**config.mk**
```make
export PLATFORM = sky130hd
export DESIGN_NAME = irom_port_arbiter_flat
export DESIGN_NICKNAME = d
export VERILOG_FILES = /design/src/rtl/irom_pkg.sv /design/src/rtl/irom_port_arbiter_if.sv /design/src/rtl/irom_starve_cnt.sv /design/src/rtl/irom_port_arbiter.sv /design/src/flat_wrapper.sv
export SDC_FILE = /design/constraint.sdc
export NUM_CORES = 1
export LEC_CHECK = 0
export ABC_CLOCK_PERIOD_IN_PS = 2500
export CAP_MARGIN = 20
export CORE_AREA = 3 3 98 100
export CTS_CLUSTER_DIAMETER = 100
export CTS_CLUSTER_SIZE = 25
export DETAILED_ROUTE_END_ITERATION = 8
export DIE_AREA = 0 0 101 103
export PLACE_DENSITY = 0.72
export SYNTH_ARGS = -nofsm -noshare
export SYNTH_HDL_FRONTEND = slang
export SYNTH_HIERARCHICAL = 1
export SYNTH_SLANG_ARGS = --single-unit
```
**constraint.sdc**
```tcl
create_clock -name clk -period 2.5 [get_ports clk]
set_input_delay 0.5 -clock clk [delete_from_list [all_inputs] [get_ports clk]]
set_output_delay 0.5 -clock clk [all_outputs]
set_load 0.1 [all_outputs]
```
**src/rtl/irom_pkg.sv**
```systemverilog
// Shared types for the instruction-memory port arbiter.
// Holds state and owner encodings plus the word-address width helper.
package irom_pkg;

    typedef enum logic {
        ST_BOOT,
        ST_RUN
    } state_e;

    typedef enum logic [1:0] {
        OWN_NONE,
        OWN_F,
        OWN_L
    } owner_e;

    function automatic int addr_width(input int space);
        return $clog2(space);
    endfunction

endpackage

```
**src/rtl/irom_port_arbiter_if.sv**
```systemverilog
// Bus bundle between requesters, arbiter and instruction RAM.
// Ports: fetch (f_*), loader (l_*), RAM side (mem_*); slave = arbiter view.
interface irom_port_arbiter_if
    import irom_pkg::*;
#(
    parameter int IROM_SPACE = 4096
);
    localparam int AW = addr_width(IROM_SPACE);

    logic          f_req;
    logic [31:0]   f_addr;
    logic          f_gnt;
    logic          f_rvalid;
    logic [31:0]   f_rdata;

    logic          l_req;
    logic [3:0]    l_we;
    logic [31:0]   l_addr;
    logic [31:0]   l_wdata;
    logic          l_gnt;
    logic          l_rvalid;
    logic [31:0]   l_rdata;

    logic          mem_cs;
    logic [3:0]    mem_we;
    logic [AW-1:0] mem_addr;
    logic [31:0]   mem_wdata;
    logic [31:0]   mem_rdata;

    modport slave (
        input  f_req, f_addr,
        output f_gnt, f_rvalid, f_rdata,
        input  l_req, l_we, l_addr, l_wdata,
        output l_gnt, l_rvalid, l_rdata,
        output mem_cs, mem_we, mem_addr, mem_wdata,
        input  mem_rdata
    );

    modport master (
        output f_req, f_addr,
        input  f_gnt, f_rvalid, f_rdata,
        output l_req, l_we, l_addr, l_wdata,
        input  l_gnt, l_rvalid, l_rdata,
        input  mem_cs, mem_we, mem_addr, mem_wdata,
        output mem_rdata
    );

endinterface

```
**src/rtl/irom_starve_cnt.sv**
```systemverilog
// Saturating count of consecutive cycles a request was refused.
// Ports: clk, rstn, req, gnt in; sat out (count reached MAX_WAIT).
module irom_starve_cnt #(
    parameter int MAX_WAIT = 4
) (
    input  logic clk,
    input  logic rstn,
    input  logic req,
    input  logic gnt,
    output logic sat
);
    localparam int CW = $clog2(MAX_WAIT + 1);

    logic [CW-1:0] cnt;

    always_ff @(posedge clk or negedge rstn) begin
        if (!rstn) begin
            cnt <= '0;
        end else if (!req || gnt) begin
            cnt <= '0;
        end else if (!sat) begin
            cnt <= cnt + CW'(1);
        end
    end

    assign sat = (cnt == CW'(MAX_WAIT));

endmodule

```
**src/rtl/irom_port_arbiter.sv**
```systemverilog
// Shares a single-port sync-read instruction RAM between fetch and loader.
// Ports: clk, rstn, boot_done/boot_busy, bus (slave). Option: IROM_BOOT_LOCK_EN.
module irom_port_arbiter
    import irom_pkg::*;
#(
    parameter int IROM_SPACE = 4096,
    parameter int MAX_WAIT   = 4
) (
    input  logic                 clk,
    input  logic                 rstn,
    input  logic                 boot_done,
    output logic                 boot_busy,
    irom_port_arbiter_if.slave   bus
);
    localparam int AW = addr_width(IROM_SPACE);

    state_e state;
    owner_e owner;
    logic   in_boot;
    logic   l_sat;
    logic   f_gnt;
    logic   l_gnt;

`ifdef IROM_BOOT_LOCK_EN
    always_ff @(posedge clk or negedge rstn) begin
        if (!rstn) begin
            state     <= ST_BOOT;
            boot_busy <= 1'b1;
        end else if (state == ST_BOOT && boot_done) begin
            state     <= ST_RUN;
            boot_busy <= 1'b0;
        end
    end
`else
    logic boot_unused;
    assign state       = ST_RUN;
    assign boot_busy   = 1'b0;
    assign boot_unused = boot_done;
`endif

    assign in_boot = (state == ST_BOOT);

    irom_starve_cnt #(
        .MAX_WAIT (MAX_WAIT)
    ) u_starve (
        .clk (clk),
        .rstn(rstn),
        .req (bus.l_req),
        .gnt (l_gnt),
        .sat (l_sat)
    );

    // Grants are gated by rstn so nothing reaches the RAM during reset.
    always_comb begin
        l_gnt = 1'b0;
        f_gnt = 1'b0;
        if (rstn) begin
            if (in_boot) begin
                l_gnt = bus.l_req;
            end else begin
                l_gnt = bus.l_req & (~bus.f_req | l_sat);
                f_gnt = bus.f_req & ~l_gnt;
            end
        end
    end

    assign bus.f_gnt     = f_gnt;
    assign bus.l_gnt     = l_gnt;
    assign bus.mem_cs    = f_gnt | l_gnt;
    assign bus.mem_we    = l_gnt ? bus.l_we : 4'b0;
    assign bus.mem_addr  = f_gnt ? bus.f_addr[AW+1:2]
                                 : bus.l_addr[AW+1:2];
    assign bus.mem_wdata = bus.l_wdata;

    // Byte offset and bits above the RAM depth are dropped: addresses wrap.
    logic addr_unused;
    assign addr_unused = ^{bus.f_addr[31:AW+2], bus.f_addr[1:0],
                           bus.l_addr[31:AW+2], bus.l_addr[1:0]};

    always_ff @(posedge clk or negedge rstn) begin
        if (!rstn) begin
            owner <= OWN_NONE;
        end else begin
            unique case (1'b1)
                l_gnt:   owner <= OWN_L;
                f_gnt:   owner <= OWN_F;
                default: owner <= OWN_NONE;
            endcase
        end
    end

    assign bus.f_rvalid = (owner == OWN_F);
    assign bus.l_rvalid = (owner == OWN_L);
    assign bus.f_rdata  = bus.mem_rdata;
    assign bus.l_rdata  = bus.mem_rdata;

endmodule
```
**src/flat_wrapper.sv**
```systemverilog
// flat-port wrapper written by rule: the top's interface ports become plain ports
module irom_port_arbiter_flat import irom_pkg::*;
#(
    parameter int IROM_SPACE = 4096,
    parameter int MAX_WAIT   = 4
)
  (clk, rstn, boot_done, boot_busy, bus_f_req, bus_f_addr, bus_f_gnt, bus_f_rvalid, bus_f_rdata, bus_l_req, bus_l_we, bus_l_addr, bus_l_wdata, bus_l_gnt, bus_l_rvalid, bus_l_rdata, bus_mem_cs, bus_mem_we, bus_mem_addr, bus_mem_wdata, bus_mem_rdata);
  irom_port_arbiter_if #(.IROM_SPACE(IROM_SPACE)) bus_i ();
  input  logic clk;
  input  logic rstn;
  input  logic boot_done;
  output logic boot_busy;
  input wire logic [$bits(bus_i.f_req)-1:0] bus_f_req;
  input wire logic [$bits(bus_i.f_addr)-1:0] bus_f_addr;
  output wire logic [$bits(bus_i.f_gnt)-1:0] bus_f_gnt;
  output wire logic [$bits(bus_i.f_rvalid)-1:0] bus_f_rvalid;
  output wire logic [$bits(bus_i.f_rdata)-1:0] bus_f_rdata;
  input wire logic [$bits(bus_i.l_req)-1:0] bus_l_req;
  input wire logic [$bits(bus_i.l_we)-1:0] bus_l_we;
  input wire logic [$bits(bus_i.l_addr)-1:0] bus_l_addr;
  input wire logic [$bits(bus_i.l_wdata)-1:0] bus_l_wdata;
  output wire logic [$bits(bus_i.l_gnt)-1:0] bus_l_gnt;
  output wire logic [$bits(bus_i.l_rvalid)-1:0] bus_l_rvalid;
  output wire logic [$bits(bus_i.l_rdata)-1:0] bus_l_rdata;
  output wire logic [$bits(bus_i.mem_cs)-1:0] bus_mem_cs;
  output wire logic [$bits(bus_i.mem_we)-1:0] bus_mem_we;
  output wire logic [$bits(bus_i.mem_addr)-1:0] bus_mem_addr;
  output wire logic [$bits(bus_i.mem_wdata)-1:0] bus_mem_wdata;
  input wire logic [$bits(bus_i.mem_rdata)-1:0] bus_mem_rdata;
  assign bus_i.f_req = bus_f_req;
  assign bus_i.f_addr = bus_f_addr;
  assign bus_f_gnt = bus_i.f_gnt;
  assign bus_f_rvalid = bus_i.f_rvalid;
  assign bus_f_rdata = bus_i.f_rdata;
  assign bus_i.l_req = bus_l_req;
  assign bus_i.l_we = bus_l_we;
  assign bus_i.l_addr = bus_l_addr;
  assign bus_i.l_wdata = bus_l_wdata;
  assign bus_l_gnt = bus_i.l_gnt;
  assign bus_l_rvalid = bus_i.l_rvalid;
  assign bus_l_rdata = bus_i.l_rdata;
  assign bus_mem_cs = bus_i.mem_cs;
  assign bus_mem_we = bus_i.mem_we;
  assign bus_mem_addr = bus_i.mem_addr;
  assign bus_mem_wdata = bus_i.mem_wdata;
  assign bus_i.mem_rdata = bus_mem_rdata;
  irom_port_arbiter #(.IROM_SPACE(IROM_SPACE), .MAX_WAIT(MAX_WAIT)) u_core (.clk(clk), .rstn(rstn), .boot_done(boot_done), .boot_busy(boot_busy), .bus(bus_i));
endmodule
```
# Word-level counts from Yosys, hierarchy flattened

Cells that the tools add are included.

Reduce and logical (&&, ||, !) cells: 2
Bitwise logic cells: 6
Add/sub/neg operators: 1
Eq/ne operators: 4
Multiplexer cells: 7

Operators with widths:

| kind                  | count |
|---|---|
| $mux W12              | 1 |
| $mux W3               | 2 |
| $mux W4               | 1 |
| $pmux W2 S2           | 1 |
| $add A3 B1 Y3 const B | 1 |
| $eq A3 B3 Y1 const B  | 1 |
| $and A1 B1 Y1         | 2 |
| $eq A2 B1 Y1 const B  | 1 |
| $eq A2 B2 Y1 const B  | 1 |
| $mux W1               | 2 |
| $ne A2 B2 Y1 const B  | 1 |
| $not A1 Y1            | 2 |
| $or A1 B1 Y1          | 2 |
| $logic_not A1 Y1      | 1 |
| $logic_or A1 B1 Y1    | 1 |

Input bits: 137
Logic and storage cells: 22
Register bits: 5

# Longest topological paths before layout

Gate-level depths: netlist (run 1).

Depth after elaboration: 7
Mapped depth: 7
Depth with buffers taken out: 7

# Cells and area by module

Netlist (run 1), hierarchy kept.

By module, submodules not included:

| module            | cells each | area an instance (um2) | times used |
|---|---|---|---|
| irom_port_arbiter | 128        | 1042.2                 | 1 |
| irom_starve_cnt   | 18         | 182.7                  | 1 |

# Least setup slack after synthesis (run 1)

No wires, ideal clock.

Kind: reg2out
Start: reg u_core.u_starve.cnt[0]
End: out bus_mem_we[0]
Data arrival time: 3380 ps
Stages on the path, launching flop included: 7
Data required time: 2000 ps
Setup slack: -1380 ps
Buffers on the path: 0
Cell sequence: dfrtp_1 inv_1 ha_1 and2_2 inv_1 a21oi_1 and2_1

Word-level cells in the longest chain between the ends: 5

RTL lines:

| element                  | RTL line                | source |
|---|---|---|
| start: declaration       | irom_starve_cnt.sv:14   | `logic [CW-1:0] cnt;` |
| start signal: assignment | irom_starve_cnt.sv:22   | `cnt <= cnt + CW'(1);` |
| $eq A3 B3 Y1             | irom_starve_cnt.sv:26   | `assign sat = (cnt == CW'(MAX_WAIT));` |
| via u_core.l_sat         | irom_port_arbiter.sv:20 | `logic l_sat;` |
| $or A1 B1 Y1             | irom_port_arbiter.sv:61 | `l_gnt = bus.l_req & (~bus.f_req \| l_sat);` |
| $and A1 B1 Y1            | irom_port_arbiter.sv:61 |  |
| $mux W1                  | irom_port_arbiter.sv:57 | `if (rstn) begin` |
| via bus_l_gnt            | flat_wrapper.sv:22      | `output wire logic [$bits(bus_i.l_gnt)-1:0] bus_l_gnt;` |
| $mux W4                  | irom_port_arbiter.sv:70 | `assign bus.mem_we = l_gnt ? bus.l_we : 4'b0;` |
| end: declaration         | flat_wrapper.sv:26      | `output wire logic [$bits(bus_i.mem_we)-1:0] bus_mem_we;` |

The timed path passes the listed nets, and every way through them passes these cells.

# Final worst setup path (run 1)

Start: reg u_core.u_starve.cnt[1]
End: out bus_mem_addr[2]

Word-level cells in the longest chain between the ends: 7

RTL lines:

| element          | RTL line                | source |
|---|---|---|
| $eq A3 B3 Y1     | irom_starve_cnt.sv:26   |  |
| via u_core.l_sat | irom_port_arbiter.sv:20 |  |
| $or A1 B1 Y1     | irom_port_arbiter.sv:61 |  |
| $and A1 B1 Y1    | irom_port_arbiter.sv:61 |  |
| $not A1 Y1       | irom_port_arbiter.sv:62 | `f_gnt = bus.f_req & ~l_gnt;` |
| $and A1 B1 Y1    | irom_port_arbiter.sv:62 |  |
| $mux W1          | irom_port_arbiter.sv:57 |  |
| $mux W12         | irom_port_arbiter.sv:71 | `assign bus.mem_addr = f_gnt ? bus.f_addr[AW+1:2]` |
| end: declaration | flat_wrapper.sv:27      | `output wire logic [$bits(bus_i.mem_addr)-1:0] bus_mem_addr;` |

The timed path passes the listed nets, and every way through them passes these cells.

==> key figures, run 1 <==
Finish
  – Design area: 1460 sq um
  – Layout cells sized above 1: between 40% and 50%
  – Final nets: 250
  – Layout area overhead: 19.2%
  – Most common cell after layout, fill and taps aside: clkdlybuf4s50_1
  – Most frequent cells in the layout: 30 x clkdlybuf4s50_1, 20 x buf_12, 8 x mux2_4
  – Antenna fix cells: 0
  – Non-Filler Instances: about 220

Clock tree
  – CTS buffer count: 3
  – Clock latency on the worst-skew pair: 0.22 ns
  – Clk sink count: 5
  – CTS H-tree depth: 1
  – Longest Clk Path Bufs: 2
  – Cts hold-fix bufs: 0
  – Reg clk slew, reported paths: approximately 0.040 ns
  – Root Buffer: clkbuf_8
  – CTS tree: done

Timing
  – Final WS setup: 0.114 ns
  – WHS: 0.567 ns
  – Period utilisation layout: between 90% and 100%
  – Final hold violations: 0
  – Final Slew Violations: 0
  – Final setup viols: 0
  – Setup Skew: 0.00171 ns
  – RSZ-0062 raised after global routing: no
  – Setup TNS Final: 0 ns
  – Clock period minus final worst setup slack: 2.39 ns
  – F_max: 0.419 GHz

Detailed routing
  – DR vias/cell: 2.96
  – 1st-iter DRT viols: 6
  – Routed Antenna Nets: 0
  – Wirelength per Cell: 10.8 microns
  – DR vias: 645
  – WL final: 2.35 mm
  – Drt first pass iters: 3
  – Residual DRC: 0

Synthesis
  – Count of different cell masters after synthesis: 22
  – Post-synth top area cell: buf_4
  – Mapped Cells: 146
  – Simple-Gate Fraction of Synth Area: 8.27%
  – Mux cell area share after synthesis: 13.5%
  – Main area contributors after synthesis: buf_4 59%, dfrtp_1 10%, mux2_4 9.8%
  – Adder-cell share of the synthesized area: between 2 and 2.5%
  – Mapped Area: 1220 sq um
  – Post-synthesis register bit count: 5
  – Main combinational cell family by area after synthesis: buffers and inverters
  – Syn Area/Cell: approximately 8.4 sq um
  – Yosys warns: 6
  – Synth Area in Compound Gates: 3.78%
  – Synthesized net count: approximately 290
  – Sequential area share after synthesis: 10.2%
  – Synth Area in XOR/XNOR: 0%
  – Share of the synthesized area in the top cell type: 59.4%

Global route
  – Gr ovfl total: 0
  – Vias in the first global route: 677
  – Initial antenna violation count: 0
  – Pin count of the biggest net entering global routing: 15
  – GRT Total Usage: 4.19%
  – First-pass GRT wire length: 3.32 mm

Pwr
  – Power Dens Cells: 445 nW/um^2
  – Combinational power share: between 60 and 70%
  – Clk network pwr share: 23.5%
  – Sw Share: a little over two fifths
  – Psw: 279 uW
  – Leakage: ~0.00063 uW
  – Pint: around 370 uW
  – Peak supply drop: 0.267 mV
  – Share of power burned in registers: roughly 14%

Setup path
  – CP Max Fanout: 14
  – Critical path's most frequent cell: buf_12
  – Critical path required time: around 2.0 ns
  – R2R depth: 8
  – Crit-path cells: inv_1 -> ha_4 -> and2_2 -> nand2_1 -> nand3_2 -> buf_12 -> mux2_2 -> buf_12
  – Critical path capture point type: primary output
  – CP max stage cell: dfrtp_1
  – Worst Path Arrival: 1.89 ns
  – Startpoint Class: register
  – Kind of critical path: register to primary output
  – Worst path max stage delay: 0.39 ns

Floorplan
  – Row Count: 34
  – Initial Utilization: between 10% and 20%
  – Die area: between 10000 and 15000 sq um
  – DIE WIDTH: 101 microns
  – Die height: 103 microns
  – IO Pins: 255
  – Placeable Area: 8760 sq um

Outcome
  – Status: complete, no violations

Hold path
  – Worst Hold Path Cells: 2
  – Hold Crit Class: register to register

Job
  – Max Cap Viol: 0

Place
  – GPL Wtd Cong: 0.633
  – DP Area: between 1000 and 1500 sq um
  – PortBufs: 52
  – Final HPWL DP: 1.93 mm
  – Inst Count DP: 212
  – Pre-CTS WS: 0.0869 ns
-- power groups by stage --
stage / Sequential (uW) / Combinational, uW / Clock, uW
2_1_floorplan: 92.5 / 956 / 0
3_5_place_dp: 94.0 / 395 / 0
6_report: 93.0 / 404 / 153
5_1_grt: 93.9 / 422 / 165
4_1_cts: 93.0 / 395 / 161
3_3_place_gp: 93.5 / 391 / 0
-- critical path: cells and delay by family (launching register included) --
| family | cells | cell delay [ns] |
|---|---|---|
| adders and majority gates | 1 | 0.16 |
| buffers and inverters | 3 | 0.42 |
| DFF | 1 | 0.39 |
| muxes | 1 | 0.37 |
| and+or+nand+nor | 3 | 0.31 |
-- cells by family (layout without fill, tap and decap cells) --
| kind of cell | Yosys count | in the layout |
|---|---|---|
| adder cells (fa/ha/maj) | 2 | 2 |
| AO/OA/AOI/OAI | 7 | 7 |
| AND/OR/NAND/NOR | 16 | 16 |
| other | 1 | 1 |
| buffers and inverters | 103 | 67 |
| multiplexers | 12 | 12 |
| flip-flops | 5 | 5 |
-- path summary, 6_finish.rpt --
path | endpoint | startpoint | slack [ns]
max | bus_mem_addr[2] | u_core/u_starve/cnt[1]$_DFFE_PN0P_ | 0.11
min | u_core/u_starve/cnt[1]$_DFFE_PN0P_ | u_core/u_starve/cnt[1]$_DFFE_PN0P_ | 0.57
max reg2reg | u_core/u_starve/cnt[2]$_DFFE_PN0P_ | u_core/u_starve/cnt[1]$_DFFE_PN0P_ | 0.92
min reg2reg | u_core/u_starve/cnt[1]$_DFFE_PN0P_ | u_core/u_starve/cnt[1]$_DFFE_PN0P_ | 0.57
max in group asynchronous | u_core/u_starve/cnt[2]$_DFFE_PN0P_ | rstn | 1.73
min in group asynchronous | u_core/u_starve/cnt[1]$_DFFE_PN0P_ | rstn | 0.66
-- cell usage after synthesis --
library cell  number
nand3_2            1
nor2b_1            2
and2_1             4
nor3_2             1
buf_6              1
inv_1              5
dfrtp_1            5
mux2_4             8
buf_4             97
nand3_1            2
mux2_2             4
nor2_1             1
a21oi_1            4
conb_1             1
ha_1               2
and2_2             1
and3b_1            1
a21o_2             1
a21bo_2            1
o21a_1             1
nand2_1            2
nand2b_1           1
-- final cells by class --
| cell class | count | area (sq um) |
|---|---|---|
| fill | 976 | 7300 |
| tap | 108 | 135 |
| inverter | 5 | 18.8 |
| multi-input combinational | 38 | 370 |
| timing repair buffer | 58 | 766 |
| sequential | 5 | 125 |
| clock buffer | 4 | 45.0 |
-- what timing repair did --
action,4_1_cts,5_1_grt
resized for setup,0,4
buffers inserted,0,2
endpoints found under the setup margin,0,12
-- metal layers --
metal | GRT usage (%) | part of all wire, %
met1 | 3.63 | 26
met2 | 5.92 | 49
met3 | 2.77 | 17
met4 | 5.11 | 7.7
met5 | 0 | 0
-- flip-flops by register name, indices dropped and copies added, names as in the netlist --
name / flops
u_core/owner: 2
u_core/u_starve/cnt: 3
-- stage by stage --
| step | util, % | total power (uW) |
|---|---|---|
| after global routing | 16.7 | 681 |
| after detailed placement | 15.8 | 489 |
| after CTS | 16.3 | 649 |
| after global placement | 15.8 | 485 |
| after floorplan | - | 1050 |
| final | 16.7 | 650 |
(Power assumes the default switching activity.)
==> run 2, diff against run 1 <==
--- a/config.mk
+++ b/config.mk
@@ -12,6 +12,7 @@
 export CTS_CLUSTER_SIZE = 25
 export DETAILED_ROUTE_END_ITERATION = 8
 export DIE_AREA = 0 0 101 103
+export GPL_TIMING_DRIVEN = 0
 export PLACE_DENSITY = 0.72
 export SYNTH_ARGS = -nofsm -noshare
 export SYNTH_HDL_FRONTEND = slang
==> run 2 against run 1 <==
Global-route usage is 2.4 points higher. Register-to-register slack better by 0.16 ns. Worst setup slack worse by 0.046 ns. Via count is 110% higher. Clock skew is 0.0010 ns higher. Critical path type is now input pin to primary output. Critical endpoint is now bus_l_gnt. Highest routed layer unchanged.
==> key figures, run 2 (synthesized netlist as in run 1, its figures left out) <==
Outcome
  – Status: complete, no violations (unchanged)

Setup path
  – Worst Path Arrival: 1.93 ns (was 1.89 ns)
  – CP Max Fanout: 6 (was 14)
  – Crit-path cells: clkdlybuf4s50_1 -> nand2_1 -> a21oi_4 -> clkdlybuf4s15_2 (was inv_1 -> ha_4 -> and2_2 -> nand2_1 -> nand3_2 -> buf_12 -> mux2_2 -> buf_12)
  – Startpoint Class: input pin (was register)
  – Critical path capture point type: primary output (unchanged)
  – CP delay by family, top: buffers and inverters (unchanged)
  – Critical path required time: 2.00 ns (about the same)
  – Critical Path Stages: 4 (was 8)
  – R2R depth: 7 (was 8)
  – Bufs and invs on worst path: 2 (was 3)
  – Worst path max stage delay: 0.58 ns (was 0.39 ns)
  – CP max stage cell: clkdlybuf4s15_2 (was dfrtp_1)
  – Kind of critical path: input pin to primary output (was register to primary output)

Finish
  – Max FFs per register: 3 (unchanged)
  – Most common cell after layout, fill and taps aside: clkdlybuf4s50_1 (unchanged)
  – Register bank with the most flops: u_core/u_starve/cnt (unchanged)
  – Core Util, Final: 34.2% (was 16.7%)
  – Most frequent cells in the layout: 127 x clkdlybuf4s50_1, 102 x buf_4, 10 x buf_6 (was 30 x clkdlybuf4s50_1, 20 x buf_12, 8 x mux2_4)
  – Final nets: 444 (was 250)
  – Fillcell total: 898 (was 976)
  – Layout area overhead: 145% (was 19.2%)
  – Antenna fix cells: 0 (unchanged)
  – Largest regs: u_core/u_starve/cnt x3, u_core/owner x2 (unchanged)
  – Layout cells sized above 1: 49.3% (was 49.1%)

Floorplan
  – Row Count: 34 (unchanged)
  – Die height: 103 microns (unchanged)
  – DIE WIDTH: 101 microns (unchanged)
  – Initial Utilization: 14.0% (unchanged)
  – Placeable Area: 8760 sq um (unchanged)
  – IO Pins: 255 (unchanged)
  – Die area: 10400 sq um (unchanged)

Detailed routing
  – DR vias: 1378 (was 645)
  – 1st-iter DRT viols: 8 (was 6)
  – Wirelength per Cell: 9.81 microns (was 10.8 microns)
  – Drt first pass iters: 4 (was 3)
  – Residual DRC: 0 (unchanged)
  – Routed Antenna Nets: 0 (unchanged)
  – DR vias/cell: 3.34 (was 2.96)
  – WL final: 4.04 mm (was 2.35 mm)

Clock tree
  – Clock latency on the worst-skew pair: 0.22 ns (about the same)
  – Longest Clk Path Bufs: 2 (unchanged)
  – Root Buffer: clkbuf_8 (unchanged)
  – Clk sink count: 5 (unchanged)
  – Reg clk slew, reported paths: 0.04 ns (about the same)
  – Cts hold-fix bufs: 0 (unchanged)
  – CTS buffer count: 3 (unchanged)
  – CTS tree: done (unchanged)
  – CTS H-tree depth: 1 (unchanged)

Pwr
  – Design Power: 1470 uW (was 650 uW)
  – Peak supply drop: 0.220 mV (was 0.267 mV)
  – Leakage: 0.00142 uW (was 0.000634 uW)
  – Power Dens Cells: 492 nW/um^2 (was 445 nW/um^2)

Timing
  – Clock period minus final worst setup slack: 2.43 ns (was 2.39 ns)
  – Setup TNS Final: 0 ns (unchanged)
  – Final hold violations: 0 (unchanged)
  – F_max: 0.411 GHz (was 0.419 GHz)
  – Final Slew Violations: 0 (unchanged)
  – Worst slew pin tran: 1.00 ns
  – Setup Skew: 0.00272 ns (was 0.00171 ns)
  – WHS: 0.305 ns (was 0.567 ns)
  – Final setup viols: 0 (unchanged)
  – Relative slew slack: 32.9%
  – Period utilisation layout: 97.3% (was 95.4%)

Global route
  – Met1 Usage GRT: 6.69% (was 3.63%)
  – First-pass GRT wire length: 5.77 mm (was 3.32 mm)
  – Met2 Use GR: 13.2% (was 5.92%)
  – GR Util met3: 1.76% (was 2.77%)
  – Initial antenna violation count: 0 (unchanged)
  – GRT Total Usage: 6.57% (was 4.19%)
  – Gr ovfl total: 0 (unchanged)
  – Busiest metal layer after global routing: met2 (unchanged)
  – Vias in the first global route: 1348 (was 677)
  – Pin count of the biggest net entering global routing: 9 (was 15)

Hold path
  – Hold Crit Class: input pin to async pin (was register to register)

Place
  – GPL Wtd Cong: 0.655 (was 0.633)
  – PortBufs: 148 (was 52)
  – Final HPWL DP: 3.71 mm (was 1.93 mm)

Job
  – Max Cap Viol: 0 (unchanged)
## run 2: changes by cell type in the layout (fill, tap and decap cells not counted), moves of 2 or more
cell	delta
buf_8	+2
buf_12	-19
clkdlybuf4s15_2	+2
clkdlybuf4s50_1	+97
buf_2	+5
buf_4	+95
buf_6	+10
dlygate4sd2_1	+2
## run 2: layout make-up
| class | instances | area, sq um | share of cell area (%) |
|---|---|---|---|
| Timing Repair Buffer | 154 | 1550 | 51.7 |
| Buffer | 98 | 743 | 24.8 |
| Multi-Input combinational cell | 38 | 380 | 12.7 |
| Tap cell | 108 | 135 | 4.51 |
| Sequential cell | 5 | 125 | 4.18 |
| Clock buffer | 4 | 45.0 | 1.50 |
| Inverter | 5 | 18.8 | 0.626 |
## run 2: final timing paths
path	startpoint	end	slack, ns
max	bus_l_req	bus_l_gnt	0.07
min	rstn	u_core/u_starve/cnt[2]$_DFFE_PN0P_	0.31
max reg2reg	u_core/u_starve/cnt[0]$_DFFE_PN0P_	u_core/u_starve/cnt[2]$_DFFE_PN0P_	1.08
min reg2reg	u_core/u_starve/cnt[2]$_DFFE_PN0P_	u_core/u_starve/cnt[2]$_DFFE_PN0P_	0.63
max in group asynchronous	rstn	u_core/owner[0]$_DFF_PN0_	1.91
min in group clk	u_core/u_starve/cnt[2]$_DFFE_PN0P_	u_core/u_starve/cnt[2]$_DFFE_PN0P_	0.63
## run 2: repair_timing
| item | 4_1_cts | 5_1_grt |
|---|---|---|
| resized for setup | 114 | 12 |
| endpoints found under the setup margin | 19 | 11 |
| gates cloned | 1 | 0 |
| setup buffers | 4 | 1 |
## run 2: layer usage
metal | vias up | part of all wire, %
li1 | 675 | -
met1 | 581 | 30
met2 | 120 | 54
met3 | 2 | 16
met4 | 0 | 0.35
met5 | - | 0
## run 2: stage by stage
stage                     instances  setup WS (ns)  area (sq um)
after floorplan                 146        -0.0728          1240
after global placement          402         -0.983          2860
after detailed placement        402          -1.01          2860
after CTS                       411       0.000711          2950
after global routing            412      -0.000743          3000
final                           412         0.0686          3000
## run 2: power breakdown
| group | internal (uW) | total (uW) | switching, uW | leakage, uW |
|---|---|---|---|---|
| Sequential | 87.5 | 91.1 | 3.63 | 0.0000662 |
| Clock | 109 | 148 | 38.3 | 0.0000228 |
| Combinational | 360 | 1240 | 875 | 0.00133 |
==> run 3, diff against run 2 <==
--- a/config.mk
+++ b/config.mk
@@ -13,7 +13,7 @@
 export DETAILED_ROUTE_END_ITERATION = 8
 export DIE_AREA = 0 0 101 103
 export GPL_TIMING_DRIVEN = 0
-export PLACE_DENSITY = 0.72
+export PLACE_DENSITY = 0.66
 export SYNTH_ARGS = -nofsm -noshare
 export SYNTH_HDL_FRONTEND = slang
 export SYNTH_HIERARCHICAL = 1
==> run 3 against run 2 <==
Sequential cell count is the same. Worst hold slack gained 0.011 ns. Critical path depth grew 4. Clock power is essentially flat. Clock skew shrank 0.0018 ns. Count of clock-buffer cells in the layout is the same. Final cell count shrank 0.49%. Utilization shrank 0.23 points. Sequential power is essentially flat. Non-clock buffer count shrank 2. Final area shrank 0.67%. Sequential share of layout area is essentially flat. Critical path type is now register to primary output. Critical endpoint is now bus_mem_addr[0]. Largest cell class unchanged.
==> key figures, run 3 (synthesized netlist as in run 1, its figures left out) <==
Global route
  – Initial antenna violation count: 0 (unchanged)
  – Vias in the first global route: 1244 (was 1348)
  – Gr ovfl total: 0 (unchanged)
  – Pin count of the biggest net entering global routing: 9 (unchanged)
  – First-pass GRT wire length: 5.20 mm (was 5.77 mm)
  – GRT Total Usage: 5.97% (was 6.57%)

Setup path
  – R2R depth: 7 (unchanged)
  – Startpoint Class: register (was input pin)
  – Crit Reg-Reg Startpoint: u_core/u_starve/cnt[0]$_DFFE_PN0P_ (unchanged)
  – CP Max Fanout: 6 (unchanged)
  – R2r endpoint: u_core/u_starve/cnt[2]$_DFFE_PN0P_ (unchanged)
  – Worst Path Arrival: 1.92 ns (was 1.93 ns)
  – Critical path required time: 2.00 ns (about the same)
  – Worst reg-to-reg setup slack: 1.08 ns (about the same)
  – Kind of critical path: register to primary output (was input pin to primary output)
  – Critical path capture point type: primary output (unchanged)

Outcome
  – Status: complete, no violations (unchanged)

Clock tree
  – Reg clk slew, reported paths: 0.03 ns (was 0.04 ns)
  – Clock latency on the worst-skew pair: 0.22 ns (about the same)
  – Root Buffer: clkbuf_8 (unchanged)
  – CTS tree: done (unchanged)
  – Cts hold-fix bufs: 0 (unchanged)
  – Longest Clk Path Bufs: 2 (unchanged)
  – CTS H-tree depth: 1 (unchanged)
  – CTS buffer count: 3 (unchanged)
  – Clk sink count: 5 (unchanged)

Floorplan
  – Placeable Area: 8760 sq um (unchanged)
  – Die area: 10400 sq um (unchanged)
  – Die height: 103 microns (unchanged)
  – Initial Utilization: 14.0% (unchanged)
  – Row Count: 34 (unchanged)
  – IO Pins: 255 (unchanged)
  – DIE WIDTH: 101 microns (unchanged)

Job
  – Max Cap Viol: 0 (unchanged)

Timing
  – F_max: 0.413 GHz (was 0.411 GHz)
  – Setup Skew: 0.000893 ns (was 0.00272 ns)
  – Final setup viols: 0 (unchanged)
  – Clock period minus final worst setup slack: 2.42 ns (was 2.43 ns)
  – RSZ-0062 raised after global routing: no
  – Worst slew pin tran: 1.02 ns (was 1.00 ns)
  – Period utilisation layout: 96.8% (was 97.3%)
  – Final hold violations: 0 (unchanged)
  – Final Slew Violations: 0 (unchanged)
  – Relative slew slack: 31.6% (was 32.9%)

Finish
  – Layout cells sized above 1: 49.0% (was 49.3%)
  – Most frequent cells in the layout: 126 x clkdlybuf4s50_1, 104 x buf_4, 8 x mux2_4 (was 127 x clkdlybuf4s50_1, 102 x buf_4, 10 x buf_6)
  – Antenna fix cells: 0 (unchanged)
  – Layout area overhead: 143% (was 145%)
  – Final nets: 442 (was 444)
  – Register bank with the most flops: u_core/u_starve/cnt (unchanged)
  – Max FFs per register: 3 (unchanged)
  – Non-Filler Instances: 410 (was 412)
  – Register area: 125 sq um (unchanged)
  – Most common cell after layout, fill and taps aside: clkdlybuf4s50_1 (unchanged)
  – Largest regs: u_core/u_starve/cnt x3, u_core/owner x2 (unchanged)
  – Fillcell total: 881 (was 898)
  – Multi-input gate area: 380 sq um (unchanged)

Pwr
  – Power Dens Cells: 492 nW/um^2 (about the same)
  – Peak supply drop: 0.217 mV (was 0.220 mV)
  – Leakage: 0.00142 uW (about the same)
  – Design Power: 1470 uW (about the same)

Detailed routing
  – DR vias: 1366 (was 1378)
  – Residual DRC: 0 (unchanged)
  – DR vias/cell: 3.33 (was 3.34)
  – 1st-iter DRT viols: 10 (was 8)
  – Wirelength per Cell: 9.79 microns (was 9.81 microns)
  – Routed Antenna Nets: 0 (unchanged)
  – Drt first pass iters: 2 (was 4)
  – WL final: 4.01 mm (was 4.04 mm)

Hold path
  – Hold Crit Class: input pin to async pin (unchanged)

Place
  – GPL Wtd Cong: 0.700 (was 0.655)
  – Final HPWL DP: 3.61 mm (was 3.71 mm)
  – Inst Count DP: 402 (unchanged)
  – PortBufs: 148 (unchanged)
## run 3: cell types whose count changed in the layout (fill, tap and decap cells not counted), sizes merged
| cell | delta |
|---|---|
| buf | -2 |
| clkdlybuf4s50 | -1 |
| dlymetal6s2s | +1 |
## run 3: per-layer routing
metal  vias up  track usage, %  routed length (microns)  part of all wire (%)
li1        671               -                        -                     -
met1       573            6.24                     1250                    31
met2       120            11.9                     2150                    54
met3         2            1.35                      599                    15
met4         0            1.53                       13                  0.32
met5         -               0                        0                     0
## run 3: power by group
group,switching (uW),leakage [uW],internal (uW)
registers,3.62,0.0000662,87.5
clock network,37.1,0.0000228,109
logic,873,0.00133,356
## run 3: worst max-delay path: stages (launching register included)
cell and delay [ns]:
dfrtp_1 0.37, inv_1 0.10, ha_4 0.16, and2_2 0.16
nand2_2 0.07, nand3_4 0.13, buf_4 0.15, mux2_2 0.32
buf_4 0.23
## run 3: what timing repair did
item,in CTS,in global routing
cloned,1,0
endpoints found under the setup margin,19,8
gates resized for setup,116,9
buffers inserted,3,0
pin swaps,0,0
## run 3: layout make-up
| class | count | area share, % |
|---|---|---|
| multi-input combinational | 38 | 12.8 |
| buffer | 98 | 25.0 |
| tap | 108 | 4.54 |
| sequential | 5 | 4.20 |
| timing repair buffer | 152 | 51.4 |
| inverter | 5 | 0.631 |
| clock buffer | 4 | 1.51 |
## run 3: stage by stage
| stage | instance area, sq um | setup slack (ns) | util, % | setup TNS (ns) | hold slack (ns) |
|---|---|---|---|---|---|
| 3_5_place_dp | 2860 | -1.01 | 32.6 | -17.01 | 0.569 |
| 6_report | 2980 | 0.0799 | 34.0 | 0 | 0.316 |
| 3_3_place_gp | 2860 | -1.00 | 32.6 | -16.83 | 0.551 |
| 5_1_grt | 2980 | 0.00294 | 34.0 | 0 | 0.335 |
| 2_1_floorplan | 1240 | -0.0728 | - | -0.291 | 0.204 |
| 4_1_cts | 2950 | 0.0000768 | 33.6 | 0 | 0.322 |
## run 3: how the worst max path moves through the flow
stage                                  startpoint          endpoint  slack, ns  depth (start not counted)
6_report       u_core/u_starve/cnt[0]$_DFFE_PN0P_   bus_mem_addr[0]       0.08                          8
5_1_grt                                      rstn     bus_mem_we[2]      0.003                          5
4_1_cts                                 bus_l_req  bus_mem_addr[10]    0.00008                          6
3_5_place_dp                                 rstn   bus_mem_addr[9]      -1.01                          5
3_3_place_gp                                 rstn   bus_mem_addr[8]      -1.00                          5
2_1_floorplan  u_core/u_starve/cnt[0]$_DFFE_PN0P_     bus_mem_we[0]      -0.07                          6
